===== src/rtl/a_col_loader.sv =====
// A-matrix column loader: walks the A ROM one column at a time, unpacks two elements per
// ROM word into a full column and presents it over valid/ready. Optional: A_LOADER_LOOP_EN.
module a_col_loader #(
    parameter int DATA_W = 7,
    parameter int ROWS   = 8,
    parameter int COLS   = 4,
    parameter int ADDR_W = 4
) (
    input  logic                     clk,
    input  logic                     rst,
    input  logic                     start,
    output logic [ADDR_W-1:0]        rom_addr,
    input  logic [2*DATA_W-1:0]      A_input,
    output logic [ROWS*DATA_W-1:0]   col_data,
    output logic [$clog2(COLS)-1:0]  col_idx,
    output logic                     col_valid,
    input  logic                     col_ready,
    output logic                     busy,
    output logic                     done
);

    localparam int WORDS = ROWS / 2;
    localparam int IDX_W = $clog2(COLS);
    localparam int WK_W  = $clog2(WORDS);
    localparam int FC_W  = $clog2(WORDS + 1);
    localparam int WORD_W = 2 * DATA_W;

    typedef enum logic [1:0] {
        S_IDLE,
        S_FETCH,
        S_PRESENT
    } state_t;

    state_t              state_q, state_d;
    logic [FC_W-1:0]     fc_q, fc_d;
    logic [ADDR_W-1:0]   rom_addr_q, rom_addr_d;
    logic [IDX_W-1:0]    col_idx_q, col_idx_d;
    logic                col_valid_q, col_valid_d;
    logic                busy_q, busy_d;
    logic                done_q, done_d;

    logic                last_col;
    logic                fetch_last;
    logic                loop_restart;
    logic [IDX_W-1:0]    idx_inc;
    logic [WK_W-1:0]     next_wk;

    // Streaming restart is only honoured when the loop option is built in.
`ifdef A_LOADER_LOOP_EN
    assign loop_restart = start;
`else
    assign loop_restart = 1'b0;
`endif

    assign last_col   = (col_idx_q == IDX_W'(COLS - 1));
    assign fetch_last = (fc_q == FC_W'(WORDS));
    assign idx_inc    = col_idx_q + IDX_W'(1);

    // fc_q counts edges since the column fetch began; the address runs one word ahead of it
    // and parks on the last word once all words have been issued.
    always_comb begin
        if (fc_q >= FC_W'(WORDS - 1)) begin
            next_wk = WK_W'(WORDS - 1);
        end else begin
            next_wk = WK_W'(fc_q + FC_W'(1));
        end
    end

    always_ff @(posedge clk) begin
        if (rst) begin
            state_q     <= S_IDLE;
            fc_q        <= '0;
            rom_addr_q  <= '0;
            col_idx_q   <= '0;
            col_valid_q <= 1'b0;
            busy_q      <= 1'b0;
            done_q      <= 1'b0;
        end else begin
            state_q     <= state_d;
            fc_q        <= fc_d;
            rom_addr_q  <= rom_addr_d;
            col_idx_q   <= col_idx_d;
            col_valid_q <= col_valid_d;
            busy_q      <= busy_d;
            done_q      <= done_d;
        end
    end

    always_comb begin
        state_d = state_q;
        case (state_q)
            S_IDLE: begin
                if (start) begin
                    state_d = S_FETCH;
                end
            end
            S_FETCH: begin
                if (fetch_last) begin
                    state_d = S_PRESENT;
                end
            end
            S_PRESENT: begin
                if (col_ready) begin
                    if (!last_col || loop_restart) begin
                        state_d = S_FETCH;
                    end else begin
                        state_d = S_IDLE;
                    end
                end
            end
            default: state_d = S_IDLE;
        endcase
    end

    always_comb begin
        fc_d        = fc_q;
        rom_addr_d  = rom_addr_q;
        col_idx_d   = col_idx_q;
        col_valid_d = col_valid_q;
        busy_d      = busy_q;
        done_d      = 1'b0;
        case (state_q)
            S_IDLE: begin
                if (start) begin
                    fc_d       = '0;
                    rom_addr_d = '0;
                    col_idx_d  = '0;
                    busy_d     = 1'b1;
                end
            end
            S_FETCH: begin
                rom_addr_d = {col_idx_q, next_wk};
                if (fetch_last) begin
                    col_valid_d = 1'b1;
                end else begin
                    fc_d = fc_q + FC_W'(1);
                end
            end
            S_PRESENT: begin
                if (col_ready) begin
                    col_valid_d = 1'b0;
                    fc_d        = '0;
                    if (!last_col) begin
                        col_idx_d  = idx_inc;
                        rom_addr_d = {idx_inc, {WK_W{1'b0}}};
                    end else begin
                        done_d = 1'b1;
                        if (loop_restart) begin
                            col_idx_d  = '0;
                            rom_addr_d = '0;
                        end else begin
                            busy_d = 1'b0;
                        end
                    end
                end
            end
            default: begin
                col_valid_d = 1'b0;
            end
        endcase
    end

    // Word k lands two edges after its address, i.e. when fc_q == k+1; each word fills
    // two adjacent rows, row 1 at the top of col_data.
    genvar gi;
    generate
        for (gi = 0; gi < WORDS; gi++) begin : g_word
            logic [WORD_W-1:0] word_q, word_d;

            always_comb begin
                word_d = word_q;
                if (state_q == S_FETCH && fc_q == FC_W'(gi + 1)) begin
                    word_d = A_input;
                end
            end

            always_ff @(posedge clk) begin
                if (rst) begin
                    word_q <= '0;
                end else begin
                    word_q <= word_d;
                end
            end

            assign col_data[ROWS*DATA_W-1-gi*WORD_W -: WORD_W] = word_q;
        end
    endgenerate

    assign rom_addr  = rom_addr_q;
    assign col_idx   = col_idx_q;
    assign col_valid = col_valid_q;
    assign busy      = busy_q;
    assign done      = done_q;

endmodule


===== config.mk =====
export PLATFORM = sky130hd
export DESIGN_NAME = a_col_loader
export DESIGN_NICKNAME = d
export VERILOG_FILES = /design/src/rtl/a_col_loader.sv
export SDC_FILE = /design/constraint.sdc
export NUM_CORES = 1
export LEC_CHECK = 0
export CAP_MARGIN = 15
export CORE_ASPECT_RATIO = 0.9
export CORE_UTILIZATION = 50
export DETAILED_ROUTE_END_ITERATION = 6
export PLACE_DENSITY = 0.84
export SLEW_MARGIN = 20
export SYNTH_ARGS = -nofsm -noshare
export SYNTH_HDL_FRONTEND = slang
export SYNTH_SLANG_ARGS = --single-unit

===== constraint.sdc =====
create_clock -name clk -period 3 [get_ports clk]
set_clock_uncertainty 0.2 [all_clocks]
set_input_delay 0.9 -clock clk [delete_from_list [all_inputs] [get_ports clk]]
set_output_delay 0.9 -clock clk [all_outputs]
set_load 0.02 [all_outputs]

==> impl_metrics.csv, run 1 <==
group,metric,value,unit
die,die_h,72.9,um
logic_synthesis,synth_compound_area_share,15.4,%
logic_synthesis,synth-xor-area-share,0,%
sta,fmax,0.401,GHz
setup_path,crit_path_max_fanout,5,
routing,drc,0,
routing,via_per_inst,5.30,
finish,utilization,72.2,%
die,dieArea,5880,um2
routing,drt_iter0_markers,219,
status,status,"complete, no violations",
finish,stdcell_area,3840,um2
power,power-per-cell-area,502,nW/um2
routing,routedWlPerCell,14.6,um
cts,cts_hold_buf,0,
cts,cts_resized,0,
logic_synthesis,yosys_warnings,0,
cts,cts_buffers,9,
finish,fillers,446,
setup_path,critPathMaxStageDelay,0.64,ns
setup_path,cp-start-kind,"flip-flop",
cts,cts_setup_buffers,0,
power,ir_drop,0.000317,V
cts,cts_root_buf,"clkbuf_8",
placed_design,io_buffer_count,82,
sta,setup-tns-final,0,ns
finish,drive_gt1_share,5.87,%
logic_synthesis,synth_top_family_by_area,"simple AND/OR/NAND/NOR gates",
hold_path,min_delay_path_depth,2,
setup_path,cp-end-kind,"output port",
job,maxCapViolCount,0,
logic_synthesis,synth-simple-area-share,23.8,%
placed_design,gp_congestion,0.837,
cts,h-tree-depth,3,
logic_synthesis,netlist_instances,345,
logic_synthesis,synth_nets,374,
hold_path,hp-class,"flip-flop to flip-flop",
finish,diodes,0,
finish,layout-area-overhead-vs-synth,37.6,%
logic_synthesis,synth.distinct_cells,35,
global_routing,grt_pass1_vias,2291,
global_routing,overflow,0,
sta,finalMaxSlewViolations,0,
sta,rsz0062_at_grt,"false",
logic_synthesis,ys_ff_latch,70,
setup_path,path_cells,"clkdlybuf4s50_1",
routing,num_vias,2613,
cts,cts.clk_slew.worst_paths,0.07,ns
sta,period_needed,2.49,ns
sta,tightest_slew,0.726,ns
setup_path,critPathArrivalTime,1.39,ns
setup_path,path_buf_inv,1,
die,core,5320,um2
setup_path,worst-path-stages,1,
sta,relSlewSlack,51.6,%
global_routing,grt_usage,25.5,%
cts,cts_buffer_depth,2,
cts,clock_sinks,70,
finish,final-seq-area,1400,um2
global_routing,antenna_found_initial,0,
placed_design,postPlaceCellArea,3630,um2
global_routing,grt_max_degree,36,
power,power.leakage,1.34,nW
routing,postRouteWirelength,7.18,mm
global_routing,grt_pass1_wl,11.1,mm
setup_path,worst_ep_required_time,1.90,ns
cts,cts_tree,"yes",
logic_synthesis,synth_area,2790,um2
logic_synthesis,ys_seq_area_share,50.2,%
setup_path,path_class,"flip-flop to output port",
finish,nets,450,
sta,final.period_utilization,83.1,%
die,start_util,52.5,%
sta,setup_viol,0,
routing,antenna_left,0,
placed_design,dpl.hpwl,5.04,mm
logic_synthesis,synthMuxAreaShare,1.79,%
setup_path,crit_family,"buffers and inverters",
logic_synthesis,synth-adder-area-share,4.93,%
logic_synthesis,avgSynthCellArea,8.09,um2
die,io_pins,83,
die,die_w,80.7,um
routing,dr.pass1.iters,4,
sta,hold_viol,0,
die,num_rows,25,
setup_path,cp_slowest_cell,"clkdlybuf4s50_1",
finish,multi_input_area,1280,um2
cts,insertion_delay,0.35,ns
setup_path,reg2reg_depth,6,
==> worst paths after layout <==
check | from | endpoint | slack [ns]
max | col_idx[0] | col_idx[0] | 0.51
min reg2reg | g_word[1].word_q[10] | g_word[1].word_q[10] | 0.26
min | g_word[1].word_q[10] | g_word[1].word_q[10] | 0.26
max reg2reg | state_q[1] | g_word[0].word_q[13] | 0.77
==> Yosys cell counts, drive strengths merged <==
master   instances  area (um2)
nand2          118         443
dfxtp           70        1400
a21oi           64         320
clkbuf          12        45.0
nor2            12        45.0
ha              11         138
buf              7        41.3
nor3             7        35.0
inv              6        22.5
and2             5        31.3
mux2i            5        50.1
a211oi           4        52.6
nand2b           4        25.0
nand3            3        15.0
nor2b            3        28.8
o21ai            2        10.0
a2111oi          1        8.76
a21o             1        7.51
a22oi            1        7.51
a31oi            1        6.26
and2b            1        7.51
and3             1        6.26
nand4            1        6.26
nor3b            1        7.51
o31ai            1        7.51
o32ai            1        8.76
or2              1        6.26
or3              1        6.26
==> cells by family after synthesis <==
| group | count (synthesis) |
|---|---|
| compound gates | 76 |
| fa+ha+maj | 11 |
| buf+inv | 25 |
| flops | 70 |
| mux | 5 |
| simple gates | 158 |
==> routing by layer <==
layer	track usage, %	vias up	part of all wire [%]
met4	7.74	0	1.6
met1	32.0	1227	44
met2	41.1	85	47
met5	0	-	0
met3	9.13	11	7.0
li1	-	1290	-
==> power breakdown <==
| part | switching, mW | total, mW | internal, mW |
|---|---|---|---|
| logic | 0.107 | 0.187 | 0.0799 |
| clock network | 0.359 | 0.786 | 0.427 |
| registers | 0.0120 | 0.953 | 0.941 |
==> area by class of cell <==
cell class / count / area share (%)
clock buffers: 11 / 3.94
multi-input cells: 250 / 33.3
clock inverters: 5 / 1.50
well taps: 67 / 2.18
repair buffers: 84 / 22.0
inverters: 6 / 0.587
flip-flops and latches: 70 / 36.5
==> per-stage QoR <==
stage	std cells	hold slack [ns]	total power, mW	worst slack (ns)
after detailed placement	477	0.248	1.16	0.410
after global routing	493	0.271	1.99	0.435
after floorplan	345	0.298	1.09	1.04
final	493	0.256	1.93	0.507
after CTS	493	0.258	1.94	0.489
after global placement	477	0.241	1.15	0.477
==> state kept, by name, summed over array words and instances, names as in the netlist <==
register	flops
busy	1
col_idx	2
col_valid	1
done	1
fc_q	3
g_word.word_q	56
rom_addr	4
state_q	2
==> cells in the final DEF, fill, tap and decap left out, types with 4 or more instances in the layout <==
master / Yosys / final
dfxtp_1: 70 / 70
clkdlybuf4s50_1: 0 / 81
nand2b_1: 4 / 4
a21oi_1: 64 / 64
nor2_1: 12 / 12
clkbuf_8: 0 / 11
ha_1: 11 / 11
mux2i_1: 5 / 5
and2_1: 4 / 4
inv_1: 6 / 6
nor3_1: 7 / 7
nand2_1: 118 / 118
No activity file was read; power rests on OpenSTA's default activity.
==> run 2, diff against run 1 <==
--- a/config.mk
+++ b/config.mk
@@ -7,9 +7,9 @@
 export LEC_CHECK = 0
 export CAP_MARGIN = 15
 export CORE_ASPECT_RATIO = 0.9
-export CORE_UTILIZATION = 50
+export CORE_UTILIZATION = 47
 export DETAILED_ROUTE_END_ITERATION = 6
-export PLACE_DENSITY = 0.84
+export PLACE_DENSITY = 0.8
 export SLEW_MARGIN = 20
 export SYNTH_ARGS = -nofsm -noshare
 export SYNTH_HDL_FRONTEND = slang
==> constraint.sdc (replaced) <==
create_clock -name clk -period 2.5 [get_ports clk]
set_clock_uncertainty 0.2 [all_clocks]
set_input_delay 0.75 -clock clk [delete_from_list [all_inputs] [get_ports clk]]
set_output_delay 0.75 -clock clk [all_outputs]
set_load 0.02 [all_outputs]
==> run 2 against run 1 <==
Clock power grew 26%. Final area grew 0.81%. Combinational power increased by 20%. Highest routed layer unchanged. Sequential power up 20%. Count of clock-buffer cells in the layout down 1. Global-route usage is 2.8 points lower. Routed wire length down 2.3%.
==> impl_metrics.csv, run 2 (same netlist as run 1, synthesis figures left out) <==
group,metric,value,unit
status,status,"complete, no violations",
power,ir_drop,0.000374,V
setup_path,worst-path-stages,1,
setup_path,cp_slowest_cell,"clkdlybuf4s50_1",
cts,cts_root_buf,"clkbuf_8",
die,die_h,75.1,um
sta,fmax,0.428,GHz
global_routing,grt_pass1_vias,2302,
sta,hold_slack,0.255,ns
global_routing,grt_usage,22.7,%
finish,layout-area-overhead-vs-synth,38.7,%
routing,antenna_left,0,
setup_path,r2r_slack,0.46,ns
cts,cts_buffers,9,
cts,cts_resized,0,
setup_path,critPathArrivalTime,1.39,ns
setup_path,cp-start-kind,"flip-flop",
finish,final_common_cell,"nand2_1",
placed_design,dpl.hpwl,4.90,mm
global_routing,overflow,0,
cts,cts_setup_buffers,0,
setup_path,critPathCapture,"col_idx[0]",
global_routing,grt_max_degree,36,
setup_path,crit_family,"buffers and inverters",
cts,cts.clk_slew.worst_paths,0.07,ns
power,power.leakage,1.36,nW
hold_path,hp-class,"flip-flop to flip-flop",
cts,insertion_delay,0.34,ns
global_routing,grt_pass1_wl,11.0,mm
hold_path,hold_start,"g_word[2].word_q[2]",
power,power-per-cell-area,609,nW/um2
cts,cts_tree,"yes",
routing,dr.pass1.iters,4,
die,io_pins,83,
die,num_rows,26,
routing,drt_iter0_markers,113,
finish,drive_gt1_share,6.29,%
cts,cts_buffer_depth,2,
finish,largest_register,"g_word.word_q",
finish,largest_reg_flops,56,
setup_path,worst_ep_required_time,1.55,ns
sta,relSlewSlack,60.0,%
routing,wl_met2,3.30,mm
setup_path,reg2reg_depth,6,
cts,cts_hold_buf,0,
die,die_w,83.2,um
setup_path,critPathMaxStageDelay,0.64,ns
finish,fillers,474,
routing,wl_met1,3.16,mm
sta,final.period_utilization,93.5,%
setup_path,path_buf_inv,1,
sta,tightest_slew,0.600,ns
job,maxCapViolCount,0,
routing,num_vias,2568,
finish,final-seq-area,1400,um2
routing,highest-signal-layer,"met4",
setup_path,r2r_start,"state_q[0]",
die,core,5690,um2
sta,setup_viol,0,
setup_path,critical_path.startpoint,"col_idx[0]",
die,start_util,49.0,%
setup_path,path_cells,"clkdlybuf4s50_1",
global_routing,antenna_found_initial,0,
routing,routedWlPerCell,14.1,um
cts,clock_sinks,70,
finish,diodes,0,
sta,rsz0062_at_grt,"false",
placed_design,io_buffer_count,82,
sta,finalMaxSlewViolations,0,
sta,setup-tns-final,0,ns
die,dieArea,6250,um2
finish,multi_input_area,1280,um2
setup_path,rr_endpoint,"fc_q[1]",
sta,hold_viol,0,
finish,layout_common_cells,"118 x nand2_1, 81 x clkdlybuf4s50_1, 70 x dfxtp_1",
placed_design,gp_congestion,0.772,
routing,via_per_inst,5.15,
sta,period_needed,2.34,ns
routing,drc,0,
setup_path,path_class,"flip-flop to output port",
setup_path,crit_path_max_fanout,5,
routing,routed-wl-met3,427,um
cts,h-tree-depth,3,
setup_path,cp-end-kind,"output port",
finish,nets,453,
routing,postRouteWirelength,7.02,mm
[run 2: changes by cell type in the layout (fill, tap and decap cells not counted), sizes merged]
cell,previous run,this run
buf,3,6
bufinv,1,2
clkbuf,11,10
clkinv,1,3
clkinvlp,3,1
[run 2: per-layer routing]
metal / track usage, % / up-vias
met5: 0 / -
met2: 35.6 / 75
li1: - / 1290
met4: 11.7 / 0
met3: 4.06 / 9
met1: 30.5 / 1194
[run 2: per-stage QoR]
step	cell area (um2)	std cells	setup WS, ns	util (%)	power [mW]
floorplan	2790	345	0.678	-	1.30
global placement	3660	483	0.108	64.2	1.39
detailed placement	3660	483	0.0715	64.2	1.39
CTS	3870	499	0.171	68.0	2.36
global route	3870	499	0.132	68.0	2.44
finish	3870	499	0.164	68.0	2.36
[run 2: cell type report]
class,instances,area share [%]
clock buffer,10,3.30
clock inverter,6,2.23
inverter,6,0.582
multi-input combinational,250,33.1
sequential,70,36.2
tap,70,2.26
timing repair buffer,87,22.4
[run 2: power breakdown]
part / switching, mW / internal (mW)
clock: 0.427 / 0.560
sequential: 0.0144 / 1.13
combinational: 0.127 / 0.0988
total: 0.568 / 1.79
[run 2: worst min-delay path by stage]
stage / end / slack [ns] / cells after the start
2_1_floorplan: fc_q[1] / 0.30 / 2
3_3_place_gp: g_word[2].word_q[0] / 0.24 / 2
3_5_place_dp: g_word[3].word_q[13] / 0.25 / 2
4_1_cts: g_word[3].word_q[13] / 0.26 / 2
5_1_grt: g_word[0].word_q[9] / 0.28 / 2
6_report: g_word[2].word_q[2] / 0.26 / 2
==> run 3, diff against run 2 <==
--- a/config.mk
+++ b/config.mk
@@ -7,7 +7,9 @@
 export LEC_CHECK = 0
 export CAP_MARGIN = 15
 export CORE_ASPECT_RATIO = 0.9
+export CORE_MARGIN = 2
 export CORE_UTILIZATION = 47
+export CTS_CLUSTER_DIAMETER = 60
 export DETAILED_ROUTE_END_ITERATION = 6
 export PLACE_DENSITY = 0.8
 export SLEW_MARGIN = 20
==> run 3 against run 2 <==
Register-to-register slack hardly changed. Via count up 0.16%. Highest routed layer unchanged. Combinational power barely moved. Largest power group unchanged. Utilization decreased by 0.31 points. Total power is 4.4% lower. Clock power shrank 11%.
==> impl_metrics.csv, run 3 (same netlist as run 1, synthesis figures left out) <==
group,metric,value,unit
status,status,"complete, no violations",
die,start_util,49.0,%
global_routing,overflow,0,
sta,setup-tns-final,0,ns
cts,cts.clk_slew.worst_paths,0.07,ns
setup_path,path_class,"flip-flop to output port",
cts,cts_tree,"yes",
global_routing,grt_usage,22.2,%
sta,fmax,0.431,GHz
finish,layout_common_cells,"118 x nand2_1, 81 x clkdlybuf4s50_1, 70 x dfxtp_1",
routing,via_per_inst,5.15,
die,dieArea,6570,um2
routing,drt_iter0_markers,107,
finish,drive_gt1_share,6.29,%
setup_path,rr_endpoint,"fc_q[1]",
sta,tightest_slew,0.614,ns
cts,insertion_delay,0.34,ns
routing,dr.pass1.iters,4,
finish,largest_reg_flops,56,
sta,hold_slack,0.253,ns
setup_path,r2r_slack,0.47,ns
setup_path,critPathArrivalTime,1.37,ns
setup_path,crit_family,"buffers and inverters",
global_routing,grt_pass1_vias,2354,
finish,diodes,0,
cts,cts_root_buf,"clkbuf_8",
cts,cts_buffers,9,
finish,largest_register,"g_word.word_q",
power,total_power,2.25,mW
routing,num_vias,2572,
setup_path,worst_ep_required_time,1.55,ns
global_routing,antenna_found_initial,0,
routing,drc,0,
sta,final.period_utilization,92.8,%
sta,setup_viol,0,
placed_design,io_buffer_count,82,
power,power-per-cell-area,584,nW/um2
routing,routedWlPerCell,14.3,um
setup_path,r2r_start,"state_q[0]",
finish,final_common_cell,"nand2_1",
setup_path,critPathMaxStageDelay,0.63,ns
cts,h-tree-depth,3,
sta,hold_viol,0,
cts,cts_setup_buffers,0,
sta,relSlewSlack,59.0,%
routing,antenna_left,0,
hold_path,whs_endpoint,"g_word[2].word_q[12]",
routing,postRouteWirelength,7.12,mm
sta,period_needed,2.32,ns
cts,cts_buffer_depth,2,
cts,cts_hold_buf,0,
hold_path,min_delay_path_depth,2,
hold_path,hold_start,"g_word[2].word_q[12]",
setup_path,cp_slowest_cell,"clkdlybuf4s50_1",
setup_path,path_buf_inv,1,
hold_path,hp-class,"flip-flop to flip-flop",
die,io_pins,83,
job,maxCapViolCount,0,
global_routing,grt_max_degree,35,
setup_path,crit_path_max_fanout,5,
cts,cts_resized,0,
power,ir_drop,0.000343,V
cts,clock_sinks,70,
placed_design,gp_congestion,0.772,
die,num_rows,26,
sta,finalMaxSlewViolations,0,
finish,layout-area-overhead-vs-synth,38.1,%
global_routing,grt_pass1_wl,11.5,mm
setup_path,cp-start-kind,"flip-flop",
setup_path,path_cells,"clkdlybuf4s50_1",
die,die_h,77.1,um
die,core,5690,um2
power,power.leakage,1.36,nW
sta,rsz0062_at_grt,"false",
setup_path,reg2reg_depth,6,
finish,nets,454,
die,die_w,85.2,um
placed_design,dpl.hpwl,5.13,mm
setup_path,cp-end-kind,"output port",
[run 3: worst max-delay path by stage]
stage | start | to | slack, ns | cells after the start
floorplan | state_q[0] | fc_q[1] | 0.68 | 6
global placement | col_ready | fc_q[1] | 0.10 | 5
detailed placement | col_ready | fc_q[1] | 0.08 | 5
CTS | col_idx[0] | col_idx[0] | 0.17 | 1
global route | col_idx[1] | col_idx[1] | 0.12 | 1
finish | col_idx[0] | col_idx[0] | 0.18 | 1
[run 3: layout make-up]
class	count	area, um2
multi-input cells	250	1280
repair buffers	88	873
inverters	6	22.5
flip-flops and latches	70	1400
clock inverters	4	47.5
clock buffers	11	141
well taps	70	87.6
fillers	476	1840
[run 3: power by group]
group | switching [mW] | leakage, nW | internal (mW) | total (mW)
registers | 0.0144 | 0.565 | 1.13 | 1.14
clock network | 0.402 | 0.0952 | 0.479 | 0.881
logic | 0.127 | 0.697 | 0.0998 | 0.227
total | 0.543 | 1.36 | 1.71 | 2.25
[run 3: per-layer routing]
metal	GRT usage, %	wire length (um)	share of wire [%]
met5	0	0	0
met2	35.4	3460	49
met1	29.0	3090	43
met4	9.84	142	2.0
met3	4.52	426	6.0
[run 3: metrics by stage]
step	area, um2	cells	setup WS, ns	util, %
finish	3850	499	0.179	67.7
global route	3850	499	0.124	67.7
CTS	3850	499	0.166	67.7
detailed placement	3660	484	0.0847	64.4
global placement	3660	484	0.103	64.4
floorplan	2790	345	0.678	-
[run 3: tightest hold or removal path, stage by stage (launching register included)]
cell	delay [ns]
dfxtp_1	0.31
nand2_1	0.05
a21oi_1	0.05
